**src/rtl/decode_stage.sv**
```systemverilog
// Instruction-decode stage: register file, immediate generation and a one-entry ID_* output register.
// Define DECODE_WB_BYPASS_EN to forward a same-cycle writeback into the operand read.
module decode_stage #(
    parameter int XLEN       = 32,
    parameter int REG_ADDR_W = 5
) (
    input  logic                  clk,
    input  logic                  rst_n,
    input  logic [31:0]           IF_instr,
    input  logic                  IF_valid,
    output logic                  ID_ready,
    input  logic                  ALU_ready,
    input  logic                  flush,
    input  logic                  WB_we,
    input  logic [REG_ADDR_W-1:0] WB_rd,
    input  logic [XLEN-1:0]       WB_val,
    output logic                  ID_valid,
    output logic [6:0]            ID_opcode,
    output logic [2:0]            ID_fn_3,
    output logic [6:0]            ID_fn_7,
    output logic [REG_ADDR_W-1:0] ID_rd,
    output logic [XLEN-1:0]       ID_rs1_val,
    output logic [XLEN-1:0]       ID_rs2_val,
    output logic [XLEN-1:0]       ID_mux_val,
    output logic                  ID_illegal
);

    localparam int NREG = 1 << REG_ADDR_W;
    localparam logic [6:0] OP_R     = 7'b0110011;
    localparam logic [6:0] OP_I     = 7'b0010011;
    localparam logic [6:0] OP_LOAD  = 7'b0000011;
    localparam logic [6:0] OP_STORE = 7'b0100011;

    logic [XLEN-1:0]       rf_q [NREG];
    logic                  valid_q, valid_d;
    logic [6:0]            opcode_q, opcode_d;
    logic [2:0]            fn3_q, fn3_d;
    logic [6:0]            fn7_q, fn7_d;
    logic [REG_ADDR_W-1:0] rd_q, rd_d;
    logic [XLEN-1:0]       rs1_q, rs1_d;
    logic [XLEN-1:0]       rs2_q, rs2_d;
    logic [XLEN-1:0]       mux_q, mux_d;
    logic                  illegal_q, illegal_d;

    logic                  capture;
    logic [REG_ADDR_W-1:0] rs1_idx, rs2_idx;
    logic [XLEN-1:0]       rs1_rd, rs2_rd;
    logic [XLEN-1:0]       imm_i, imm_s;

    assign ID_ready = !valid_q || ALU_ready;
    assign capture  = IF_valid && ID_ready && !flush;
    assign rs1_idx  = IF_instr[15 +: REG_ADDR_W];
    assign rs2_idx  = IF_instr[20 +: REG_ADDR_W];
    assign imm_i    = {{(XLEN-12){IF_instr[31]}}, IF_instr[31:20]};
    assign imm_s    = {{(XLEN-12){IF_instr[31]}}, IF_instr[31:25], IF_instr[11:7]};

    always_comb begin
        rs1_rd = (rs1_idx == '0) ? '0 : rf_q[rs1_idx];
        rs2_rd = (rs2_idx == '0) ? '0 : rf_q[rs2_idx];
`ifdef DECODE_WB_BYPASS_EN
        // Forward the writeback landing on this same edge; x0 is never forwarded.
        if (WB_we && WB_rd != '0 && WB_rd == rs1_idx) rs1_rd = WB_val;
        if (WB_we && WB_rd != '0 && WB_rd == rs2_idx) rs2_rd = WB_val;
`endif
    end

    always_comb begin
        valid_d   = valid_q;
        opcode_d  = opcode_q;
        fn3_d     = fn3_q;
        fn7_d     = fn7_q;
        rd_d      = rd_q;
        rs1_d     = rs1_q;
        rs2_d     = rs2_q;
        mux_d     = mux_q;
        illegal_d = illegal_q;
        if (flush) begin
            valid_d = 1'b0;
        end else if (capture) begin
            valid_d   = 1'b1;
            opcode_d  = IF_instr[6:0];
            fn3_d     = IF_instr[14:12];
            fn7_d     = IF_instr[31:25];
            rd_d      = IF_instr[7 +: REG_ADDR_W];
            rs1_d     = rs1_rd;
            rs2_d     = rs2_rd;
            illegal_d = 1'b0;
            case (IF_instr[6:0])
                OP_R:          mux_d = rs2_rd;
                OP_I, OP_LOAD: mux_d = imm_i;
                OP_STORE:      mux_d = imm_s;
                default: begin
                    mux_d     = '0;
                    illegal_d = 1'b1;
                end
            endcase
        end else if (ALU_ready) begin
            valid_d = 1'b0;
        end
    end

    always_ff @(posedge clk or negedge rst_n) begin
        if (!rst_n) begin
            valid_q   <= 1'b0;
            opcode_q  <= '0;
            fn3_q     <= '0;
            fn7_q     <= '0;
            rd_q      <= '0;
            rs1_q     <= '0;
            rs2_q     <= '0;
            mux_q     <= '0;
            illegal_q <= 1'b0;
        end else begin
            valid_q   <= valid_d;
            opcode_q  <= opcode_d;
            fn3_q     <= fn3_d;
            fn7_q     <= fn7_d;
            rd_q      <= rd_d;
            rs1_q     <= rs1_d;
            rs2_q     <= rs2_d;
            mux_q     <= mux_d;
            illegal_q <= illegal_d;
        end
    end

    // Writeback is independent of the pipeline handshake.
    always_ff @(posedge clk or negedge rst_n) begin
        if (!rst_n) begin
            for (int i = 0; i < NREG; i++) rf_q[i] <= '0;
        end else if (WB_we && WB_rd != '0) begin
            rf_q[WB_rd] <= WB_val;
        end
    end

    assign ID_valid   = valid_q;
    assign ID_opcode  = opcode_q;
    assign ID_fn_3    = fn3_q;
    assign ID_fn_7    = fn7_q;
    assign ID_rd      = rd_q;
    assign ID_rs1_val = rs1_q;
    assign ID_rs2_val = rs2_q;
    assign ID_mux_val = mux_q;
    assign ID_illegal = illegal_q;

endmodule

```
**config.mk**
```make
export PLATFORM = sky130hd
export DESIGN_NAME = decode_stage
export DESIGN_NICKNAME = d
export VERILOG_FILES = /design/src/rtl/decode_stage.sv
export SDC_FILE = /design/constraint.sdc
export NUM_CORES = 2
export LEC_CHECK = 0
export CAP_MARGIN = 25
export CORE_ASPECT_RATIO = 1.25
export CORE_UTILIZATION = 31
export DETAILED_ROUTE_END_ITERATION = 8
export GPL_ROUTABILITY_DRIVEN = 0
export HOLD_SLACK_MARGIN = 0.15
export SETUP_SLACK_MARGIN = 0.3
export SYNTH_ARGS = -nofsm -noshare
export SYNTH_HDL_FRONTEND = slang
export SYNTH_SLANG_ARGS = --single-unit
```
**constraint.sdc**
```tcl
create_clock -name clk -period 1.6 [get_ports clk]
set_input_delay 0.32 -clock clk [delete_from_list [all_inputs] [get_ports clk]]
set_output_delay 0.32 -clock clk [all_outputs]
set_load 0.05 [all_outputs]
```
==> impl_metrics.yaml <==
routing:
  drt_iter0_drc: 4756
  wirelength_um: 233000
  vias: 43300
  wire_per_inst_um: 31.4
  post-route-drc-count: 0
  via_per_inst: 5.82
  first_pass_iters: 5
  ant_nets: 0
floorplanning:
  die_w_um: 392
  io_pins: 196
  dieArea_mm2: 0.192
  initial_utilization: 0.313
  core_mm2: 0.188
  rows: 178
  die_h_um: 489
outcome:
  violations: "negative setup slack"
  status: "finished, violations left"
grt:
  grt-ovfl-total: 0
  grt_pass1_wl_um: 333000
  grt_pass1_vias: 44500
  use_met3: 0.0534
  grtUsageMet2: 0.373
  grt_max_degree: 74
  gr-max-usage-layer: "met2"
  antenna_found_initial: 5
  grt_usage: 0.242
  grt_use_met1: 0.327
timing:
  fmax_ghz: 0.538
  finalWorstSetupSlack_ns: -0.258
  period_needed_ns: 1.86
  setup_viol: 212
  rsz0062_at_grt: "true"
  slew_viol_final: 0
  skew_ns: 0.0288
  tightest_slew_ns: 0.561
  maxSlewHeadroom: 0.624
  fin_crit_sh: 1.16
  hold_viol_final: 0
clock_tree:
  cts.sinks: 1144
  cts_tree: "built"
  clk_latency_ns: 0.80
  clock-root-buffer: "clkbuf_16"
  clk_path_buf_depth: 3
  cts_buffers: 131
  htreeDepth: 4
  clk_pin_slew_ns: 0.06
logic_synthesis:
  synth_edf_count: 0
  synth_cells: 4152
  syn_avg_cell_area_um2: 14.2
  ys_ff_latch: 1144
  synth_cell_types: 57
  ys.flop_type: "dfrtp_1"
  syn_area_mm2: 0.0589
  yosysMostFrequentCell: "dfrtp_1"
  syn_nets: 4227
  ys_warn_count: 0
  yosys-top-cells-area: "dfrtp_1 49%, mux2_2 19%, mux4_2 13%"
  synth_commonest_cells: "1144 x dfrtp_1, 994 x mux2_2, 361 x mux2i_1, 329 x mux4_2, 227 x clkbuf_1"
  ys_seq_area_frac: 0.486
  yosysTopAreaCellShare: 0.486
  synthArstFlopShare: 1.00
  yosysTopAreaCell: "dfrtp_1"
setup_path:
  path_buf_inv: 2
  cp.required_ns: 1.28
  worst_path_largest_cell_delay_ns: 0.43
  crit_path_max_fanout: 2
  end_kind: "output pin"
  worstSetupPathType: "reg -> out"
  crit_arrival_ns: 1.54
  crit_chain: "nand2b_4 > buf_6 > buf_12"
  cp_slowest_cell: "dfrtp_2"
  start_kind: "flop"
  cp_top_family: "flip-flops"
finish:
  design_area_mm2: 0.0783
  instances_no_fill: 7430
  syn_to_final_growth_pct: 33.0
  seq_area_mm2: 0.0287
  fin_nets: 4883
  fillCellCount: 17200
  utilization: 0.416
  multiInputGateArea_mm2: 0.0299
  drive_gt1_frac: 0.557
job:
  drv_cap: 0
place:
  postPlaceCellArea_mm2: 0.0715
  port_buffers: 195
  pre_cts_slack_ns: -1.31
  post-place-cells: 7056
  dpl.hpwl_um: 156000
power_and_ir_drop:
  power.density_mw_per_mm2: 1180
  ir_worst_vdd_uv: 1220
  static-leakage-power_nw: 34.4
  total_power_w: 0.0921
hold_path:
  hold_class: "in -> async"
-- final timing paths --
path	start	to	cells after the start	slack (ns)
max in group asynchronous	rst_n	ID_rs1_val[27]$_DFFE_PN0P_	4	0.67
hold reg to reg	rf_q[1006]$_DFFE_PN0P_	rf_q[1006]$_DFFE_PN0P_	0	0.40
setup reg to reg	ID_valid$_DFFE_PN0P_	ID_rs1_val[18]$_DFFE_PN0P_	9	-0.23
min in group clk	IF_instr[0]	ID_opcode[0]$_DFFE_PN0P_	4	0.24
setup / recovery	ID_valid$_DFFE_PN0P_	ID_ready	3	-0.26
hold / removal	rst_n	rf_q[570]$_DFFE_PN0P_	3	0.23
-- worst register-to-register path: stages, from the launching register on --
cell	delay (ns)
dfrtp_2	0.43
nand2b_4	0.09
buf_12	0.11
o311ai_4	0.09
buf_12	0.17
buf_12	0.14
buf_16	0.17
a221oi_2	0.19
o211ai_1	0.12
o31ai_1	0.22
-- sequential cells by signal (all words and copies together), names as in the netlist --
| name | cells |
|---|---|
| ID_mux_val | 32 |
| rf_q | 1024 |
| ID_fn_3 | 3 |
| ID_illegal | 1 |
| ID_fn_7 | 7 |
| ID_rs2_val | 32 |
| ID_valid | 1 |
| ID_opcode | 7 |
| ID_rd | 5 |
| ID_rs1_val | 32 |
-- power by group --
part / total [W] / internal, W / leakage (nW) / switching (W)
clock network: 0.0308 / 0.0178 / 2.13 / 0.0130
registers: 0.0392 / 0.0344 / 14.6 / 0.00484
logic: 0.0221 / 0.0126 / 17.7 / 0.00950
total: 0.0921 / 0.0648 / 34.4 / 0.0273
-- per-stage QoR --
step                TNS [ns]  hold slack (ns)
CTS                   -30.37            0.171
global route          -35.41            0.214
detailed placement   -931.20            0.384
global placement     -952.75            0.383
floorplan             -29.97           0.0244
finish                -27.09            0.230
-- kinds of logic after synthesis --
logic type / count (synthesis) / synth area share
AO/OA/AOI/OAI: 500 / 0.0623
multiplexers: 1696 / 0.383
AND/OR/NAND/NOR: 361 / 0.0300
buffers and inverters: 451 / 0.0389
flip-flops: 1144 / 0.486
-- layout make-up --
| type | count | share of cell area |
|---|---|---|
| tap | 2520 | 0.0402 |
| inverter | 2 | 0.0000958 |
| sequential | 1144 | 0.367 |
| clock inverter | 42 | 0.00583 |
| timing repair buffer | 972 | 0.157 |
| antenna | 1 | 0.0000319 |
| clock buffer | 192 | 0.0493 |
| multi-input combinational | 2557 | 0.381 |
-- metal layers --
layer / vias to the layer above / wire length [um]
li1: 17200 / -
met2: 2243 / 107000
met5: - / 0
met1: 23300 / 96000
met4: 0 / 10300
met3: 531 / 20500
-- placed cells by master (no fill, tap or decap), types with 9 or more instances in the layout --
| cell | count |
|---|---|
| nand4_1 | 9 |
| a221oi_2 | 23 |
| buf_6 | 43 |
| nand2_1 | 129 |
| o22ai_1 | 64 |
| o31ai_2 | 11 |
| nand4b_1 | 16 |
| clkbuf_8 | 27 |
| o21ai_1 | 19 |
| dfrtp_2 | 83 |
| buf_16 | 12 |
| clkbuf_16 | 138 |
| buf_12 | 335 |
| clkdlybuf4s50_1 | 59 |
| a32o_1 | 25 |
| a22oi_1 | 136 |
| dfrtp_1 | 1061 |
| mux4_2 | 340 |
| buf_4 | 487 |
| nand2_2 | 23 |
| mux2_2 | 807 |
| clkbuf_1 | 30 |
| nor2_2 | 16 |
| o31ai_1 | 29 |
| mux2i_1 | 355 |
| o211ai_1 | 30 |
| nor2_4 | 22 |
| nor4_2 | 9 |
| nor2_1 | 41 |
| dlygate4sd3_1 | 13 |
| nor2b_1 | 9 |
| clkinv_2 | 20 |
| a21oi_1 | 55 |
| o22a_1 | 39 |
| mux2_4 | 187 |
-- timing repair --
action / in CTS / in global routing
setup endpoints to repair: 1228 / 723
setup buffers: 84 / 25
gates cloned: 14 / 3
gates resized for setup: 261 / 61
endpoints found under the hold margin: 1155 / 0
pin swaps: 79 / 34
hold buffers: 13 / 0
Note: power is estimated with default switching activity, not from simulation.
